File: src/rtl/ctrl_interrup.sv
// Vectored interrupt controller: rising-edge request capture, fixed-priority
// selection, one-cycle return-address push and vector steer, RETI handshake.
module ctrl_interrup #(
    parameter int unsigned     NIRQ  = 4,
    parameter int unsigned     PCW   = 10,
    parameter logic [PCW-1:0]  VBASE = 10'h3F0,
    parameter int unsigned     VSTEP = 4
) (
    input  logic                 clk,
    input  logic                 reset,
    input  logic [NIRQ-1:0]      irq,
    input  logic                 mask_we,
    input  logic [NIRQ-1:0]      mask_wd,
    input  logic                 ie_set,
    input  logic                 ie_clr,
    input  logic                 reti,
    input  logic [PCW-1:0]       pc_actual,
    output logic                 push,
    output logic [PCW-1:0]       inpush,
    output logic                 s_vec,
    output logic [PCW-1:0]       pc_vec,
    output logic                 en_servicio,
    output logic [((NIRQ > 1) ? $clog2(NIRQ) : 1)-1:0] irq_id,
    output logic [NIRQ-1:0]      mask_q,
    output logic                 ie_q
);

    localparam int unsigned IDW = (NIRQ > 1) ? $clog2(NIRQ) : 1;

    typedef enum logic [1:0] {
        REPOSO   = 2'd0,
        GUARDA   = 2'd1,
        SERVICIO = 2'd2
    } state_e;

    state_e            state_q, state_d;
    logic [NIRQ-1:0]   pending_q, pending_d;
    logic [NIRQ-1:0]   irq_prev_q, irq_prev_d;
    logic [NIRQ-1:0]   mask_d;
    logic              ie_d;
    logic [IDW-1:0]    irq_id_q, irq_id_d;

    logic [NIRQ-1:0]   req_c;
    logic [IDW-1:0]    sel_id_c;
    logic [NIRQ-1:0]   clr_c;
    logic              in_guarda_c;

    // Fixed priority: lowest enabled pending index wins
    always_comb begin
        req_c    = pending_q & mask_q;
        sel_id_c = '0;
        for (int i = NIRQ - 1; i >= 0; i--) begin
            if (req_c[i]) begin
                sel_id_c = IDW'(i);
            end
        end
    end

    // Next state, pending capture/clear, mask and global enable updates
    always_comb begin
        state_d    = state_q;
        irq_id_d   = irq_id_q;
        clr_c      = '0;
        irq_prev_d = irq;
        mask_d     = mask_we ? mask_wd : mask_q;
        ie_d       = ie_q;

        case (state_q)
            REPOSO: begin
                if (ie_q && (|req_c)) begin
                    state_d  = GUARDA;
                    irq_id_d = sel_id_c;
                end
            end
            GUARDA: begin
                clr_c   = NIRQ'(1) << irq_id_q;
                state_d = SERVICIO;
            end
            SERVICIO: begin
                if (reti) begin
                    state_d = REPOSO;
                end
            end
            default: begin
                state_d = REPOSO;
            end
        endcase

        // A fresh edge in the clearing cycle keeps the line pending
        pending_d = (pending_q & ~clr_c) | (irq & ~irq_prev_q);

        // DI beats EI and RETI; entering service always disables
        if (state_q == GUARDA) begin
            ie_d = 1'b0;
        end else if (ie_clr) begin
            ie_d = 1'b0;
        end else if (ie_set || (state_q == SERVICIO && reti)) begin
            ie_d = 1'b1;
        end
    end

    // State and control registers, synchronous active-low reset
    always_ff @(posedge clk) begin
        if (!reset) begin
            state_q    <= REPOSO;
            pending_q  <= '0;
            irq_prev_q <= '0;
            mask_q     <= '0;
            ie_q       <= 1'b0;
            irq_id_q   <= '0;
        end else begin
            state_q    <= state_d;
            pending_q  <= pending_d;
            irq_prev_q <= irq_prev_d;
            mask_q     <= mask_d;
            ie_q       <= ie_d;
            irq_id_q   <= irq_id_d;
        end
    end

    // Stack/PC controls decoded straight from the state flop so they can only
    // be high during the single GUARDA cycle
    always_comb begin
        in_guarda_c = (state_q == GUARDA);
        push        = in_guarda_c;
        s_vec       = in_guarda_c;
        inpush      = in_guarda_c ? pc_actual : '0;
        pc_vec      = in_guarda_c ? (VBASE + PCW'(irq_id_q) * PCW'(VSTEP)) : '0;
        en_servicio = (state_q == SERVICIO);
        irq_id      = irq_id_q;
    end

endmodule

File: config.mk
export PLATFORM = sky130hd
export DESIGN_NAME = ctrl_interrup
export DESIGN_NICKNAME = d
export VERILOG_FILES = /design/src/rtl/ctrl_interrup.sv
export SDC_FILE = /design/constraint.sdc
export NUM_CORES = 1
export LEC_CHECK = 0
export ABC_AREA = 1
export ABC_CLOCK_PERIOD_IN_PS = 1300
export BUFFER_PORTS_ARGS = -buffer_cell sky130_fd_sc_hd__buf_2
export CAP_MARGIN = 10
export CORE_UTILIZATION = 40
export CTS_CLUSTER_SIZE = 20
export DETAILED_ROUTE_END_ITERATION = 6
export GPL_TIMING_DRIVEN = 0
export MAX_ROUTING_LAYER = met4
export PLACE_DENSITY = 0.76
export SLEW_MARGIN = 5
export SYNTH_ARGS = -nofsm -noshare
export SYNTH_HDL_FRONTEND = slang
export SYNTH_SLANG_ARGS = --single-unit
File: constraint.sdc
create_clock -name clk -period 1.3 [get_ports clk]
set_input_delay 0.195 -clock clk [delete_from_list [all_inputs] [get_ports clk]]
set_output_delay 0.195 -clock clk [all_outputs]
set_load 0.01 [all_outputs]
==> results.yml <==
status:
  status: "finished, violations left"
  violations: "setup timing"
timing:
  fin_worst_skew_ns: 0.00294
  min_period_ns: 1.36
  finalSetupViolCount: 19
  fin_crit_sh_pct: 105
  fmax_mhz: 736
  drv_slew: 0
  grt_setup_unrepaired: "yes"
  hold_viol_final: 0
  whs_ns: 0.104
  timing.final.ws_setup_ns: -0.0590
floorplanning:
  die_h_microns: 47.4
  io_pins: 54
  coreArea_sq_mm: 0.00194
  fp.dieW_microns: 47.4
  dieArea_sq_mm: 0.00225
  num_rows: 16
  floorplan.initialDensity_pct: 42.5
cts:
  htree_levels: 1
  cts_tree: "yes"
  numCtsBuffers: 3
  cts.clk_slew.worst_paths_ns: 0.09
  cts.sinks: 17
  clkLatencyLatePin_ns: 0.29
  cts_hold_buf: 0
  cts_buffer_depth: 2
  cts-root-buf: "clkbuf_4"
global_route:
  grt_max_degree: 11
  grt_pass1_wl_microns: 2660
  track_usage_pct: 17.9
  antenna_found_initial: 0
  gr-total-overflow: 0
  grt_pass1_vias: 719
setup_path:
  cp.buffers_inverters: 5
  rr_startpoint: "state_q[1]"
  cp_data_required_time_ns: 1.11
  cp_common_cell: "buf_6"
  worstSetupStartpoint: "state_q[1]"
  path_class: "register to output port"
  worst-path-max-fanout: 8
  crit_slowest_cell: "dfxtp_2"
  max_stage_delay_ns: 0.34
  worstSetupEndpointType: "output port"
  crit_family: "buffers and inverters"
  cp_cell_sequence: "inv_2 > nand2_4 > buf_6 > inv_8 > buf_6 > buf_6"
  start_kind: "register"
  cp.arrival_ns: 1.16
yosys:
  yosys-top-cells-count: "nor2_1 (26), inv_1 (21), nand2_1 (21)"
  syn_area_sq_um: 825
  synth_top_area_cell: "dfxtp_1"
  ys_types: 18
  synth_ff_type: "dfxtp_1"
  synth-edff-count: 0
  netlist_top_cells_area: "dfxtp_1 (41%), nor2_1 (12%), inv_1 (9.6%), nand2_1 (9.6%), buf_4 (8.2%)"
  async_reset_ff_share_pct: 0
  synth_seq_cells: 17
  synthCells: 121
  syn_avg_cell_area_sq_um: 6.81
  yosysMostFrequentCell: "nor2_1"
  yosys_warnings: 0
  ys_seq_area_share_pct: 41.3
  synth_top_area_share_pct: 41.3
placed_design:
  globalplace.congestion: 0.763
  placed_area_sq_mm: 0.00112
  dp_cells: 200
  dp.final_hpwl_microns: 1480
  place_ws_ns: -0.0382
  port_buffers: 51
finish:
  layout-drive-gt1-share_pct: 44.5
  stdcell_count: 209
  n_antenna_cell: 0
  final_util_pct: 67.0
  syn_to_final_growth_pct: 57.8
  fin_area_sq_mm: 0.00130
  fin_nets: 207
pwr:
  p_leak_uw: 0.000758
  p_sw_share_pct: 26.3
  p_switching_uw: 268
  p_int_uw: 753
  power_density_mw_per_mm2: 785
  clkPwrFrac_pct: 27.0
  combPwrFrac_pct: 16.8
  p_seq_share_pct: 56.2
  peakVddDrop_mv: 0.865
route:
  vias_per_cell: 4.33
  first_iter_violations: 6
  drt-wirelength-per-cell_microns: 10.1
  detail-route-antenna-nets: 0
  dr.pass1.iters: 4
  num_vias: 905
  wirelength_microns: 2100
  drc: 0
run:
  drv_cap: 0
hold_path:
  hold_path_startpoint: "irq[1]"
  holdCritPathClass: "primary input to register"
[layout make-up]
class,instances,area [sq um]
inverters,22,90.1
fillers,184,641
flip-flops and latches,17,343
plain buffers,11,116
clock inverters,1,5.00
repair buffers,56,357
multi-input cells,72,334
well taps,27,33.8
clock buffers,3,22.5
[state kept, by name, indices dropped and copies added (netlist names)]
name        flops
ie_q            1
irq_id          2
irq_prev_q      4
mask_q          4
pending_q       4
state_q         2
[metal layers]
layer / GRT usage [%] / up-vias / wire length [microns]
met3: 3.46 / 4 / 118
met2: 31.8 / 36 / 1120
met1: 18.7 / 393 / 851
met4: 8.57 / 0 / 14
met5: - / - / 0
li1: - / 472 / -
[cells in the final DEF, fill, tap and decap left out]
| cell type | synthesis | layout |
|---|---|---|
| inv_1 | 21 | 20 |
| nor2_4 | 2 | 3 |
| o22ai_1 | 1 | 1 |
| o21ai_1 | 4 | 4 |
| nor2_1 | 26 | 23 |
| conb_1 | 1 | 2 |
| dfxtp_1 | 17 | 15 |
| nor2_2 | 0 | 2 |
| nand2_4 | 1 | 1 |
| buf_6 | 1 | 20 |
| buf_2 | 1 | 42 |
| clkinv_2 | 0 | 1 |
| inv_2 | 1 | 1 |
| a21boi_0 | 1 | 1 |
| nand3_1 | 7 | 7 |
| dfxtp_2 | 0 | 2 |
| nor3_1 | 1 | 1 |
| clkbuf_4 | 0 | 3 |
| inv_8 | 0 | 1 |
| nand2_1 | 21 | 21 |
| o21ai_0 | 4 | 4 |
| buf_4 | 9 | 5 |
| a21oi_1 | 2 | 2 |
[worst reg2reg max path, stage by stage (launching register included)]
cell and delay, ns:
dfxtp_2 0.34, inv_2 0.07, nand2_4 0.06, buf_6 0.14, nor2_4 0.10, buf_4 0.12, buf_4 0.10, nand2_1 0.04
nand3_1 0.07, o21ai_1 0.06
[per-stage QoR]
step / TNS [ns] / total power (uW)
floorplan: 0 / 668
global placement: -0.0201 / 735
detailed placement: -0.237 / 741
CTS: -0.542 / 1030
global route: -1.86 / 1090
finish: -0.638 / 1020
[worst paths after layout]
check | end | slack (ns) | depth (start not counted)
setup / recovery | pc_vec[9] | -0.06 | 6
hold / removal | irq_prev_q[1] | 0.10 | 3
hold reg to reg | pending_q[3] | 0.41 | 1
setup reg to reg | pending_q[3] | 0.09 | 9
[logic make-up after synthesis]
logic type,after synthesis,share of synthesized area [%]
flip-flops,17,41.3
AND/OR/NAND/NOR,58,30.3
AO/OA/AOI/OAI,12,7.74
other,1,0.455
buffers and inverters,33,20.2
[power by group through the flow]
stage | clock network (uW) | registers, uW | logic [uW]
3_3_place_gp | 0 | 584 | 152
5_1_grt | 315 | 578 | 194
3_5_place_dp | 0 | 585 | 156
4_1_cts | 288 | 574 | 170
6_report | 276 | 574 | 172
2_1_floorplan | 0 | 586 | 82.2
[timing repair]
action	CTS	global route
endpoints found under the setup margin	17	21
setup buffers	3	1
cloned	1	0
pin swaps	3	1
gates resized for setup	26	4
Power figures use the tool's default switching activity.
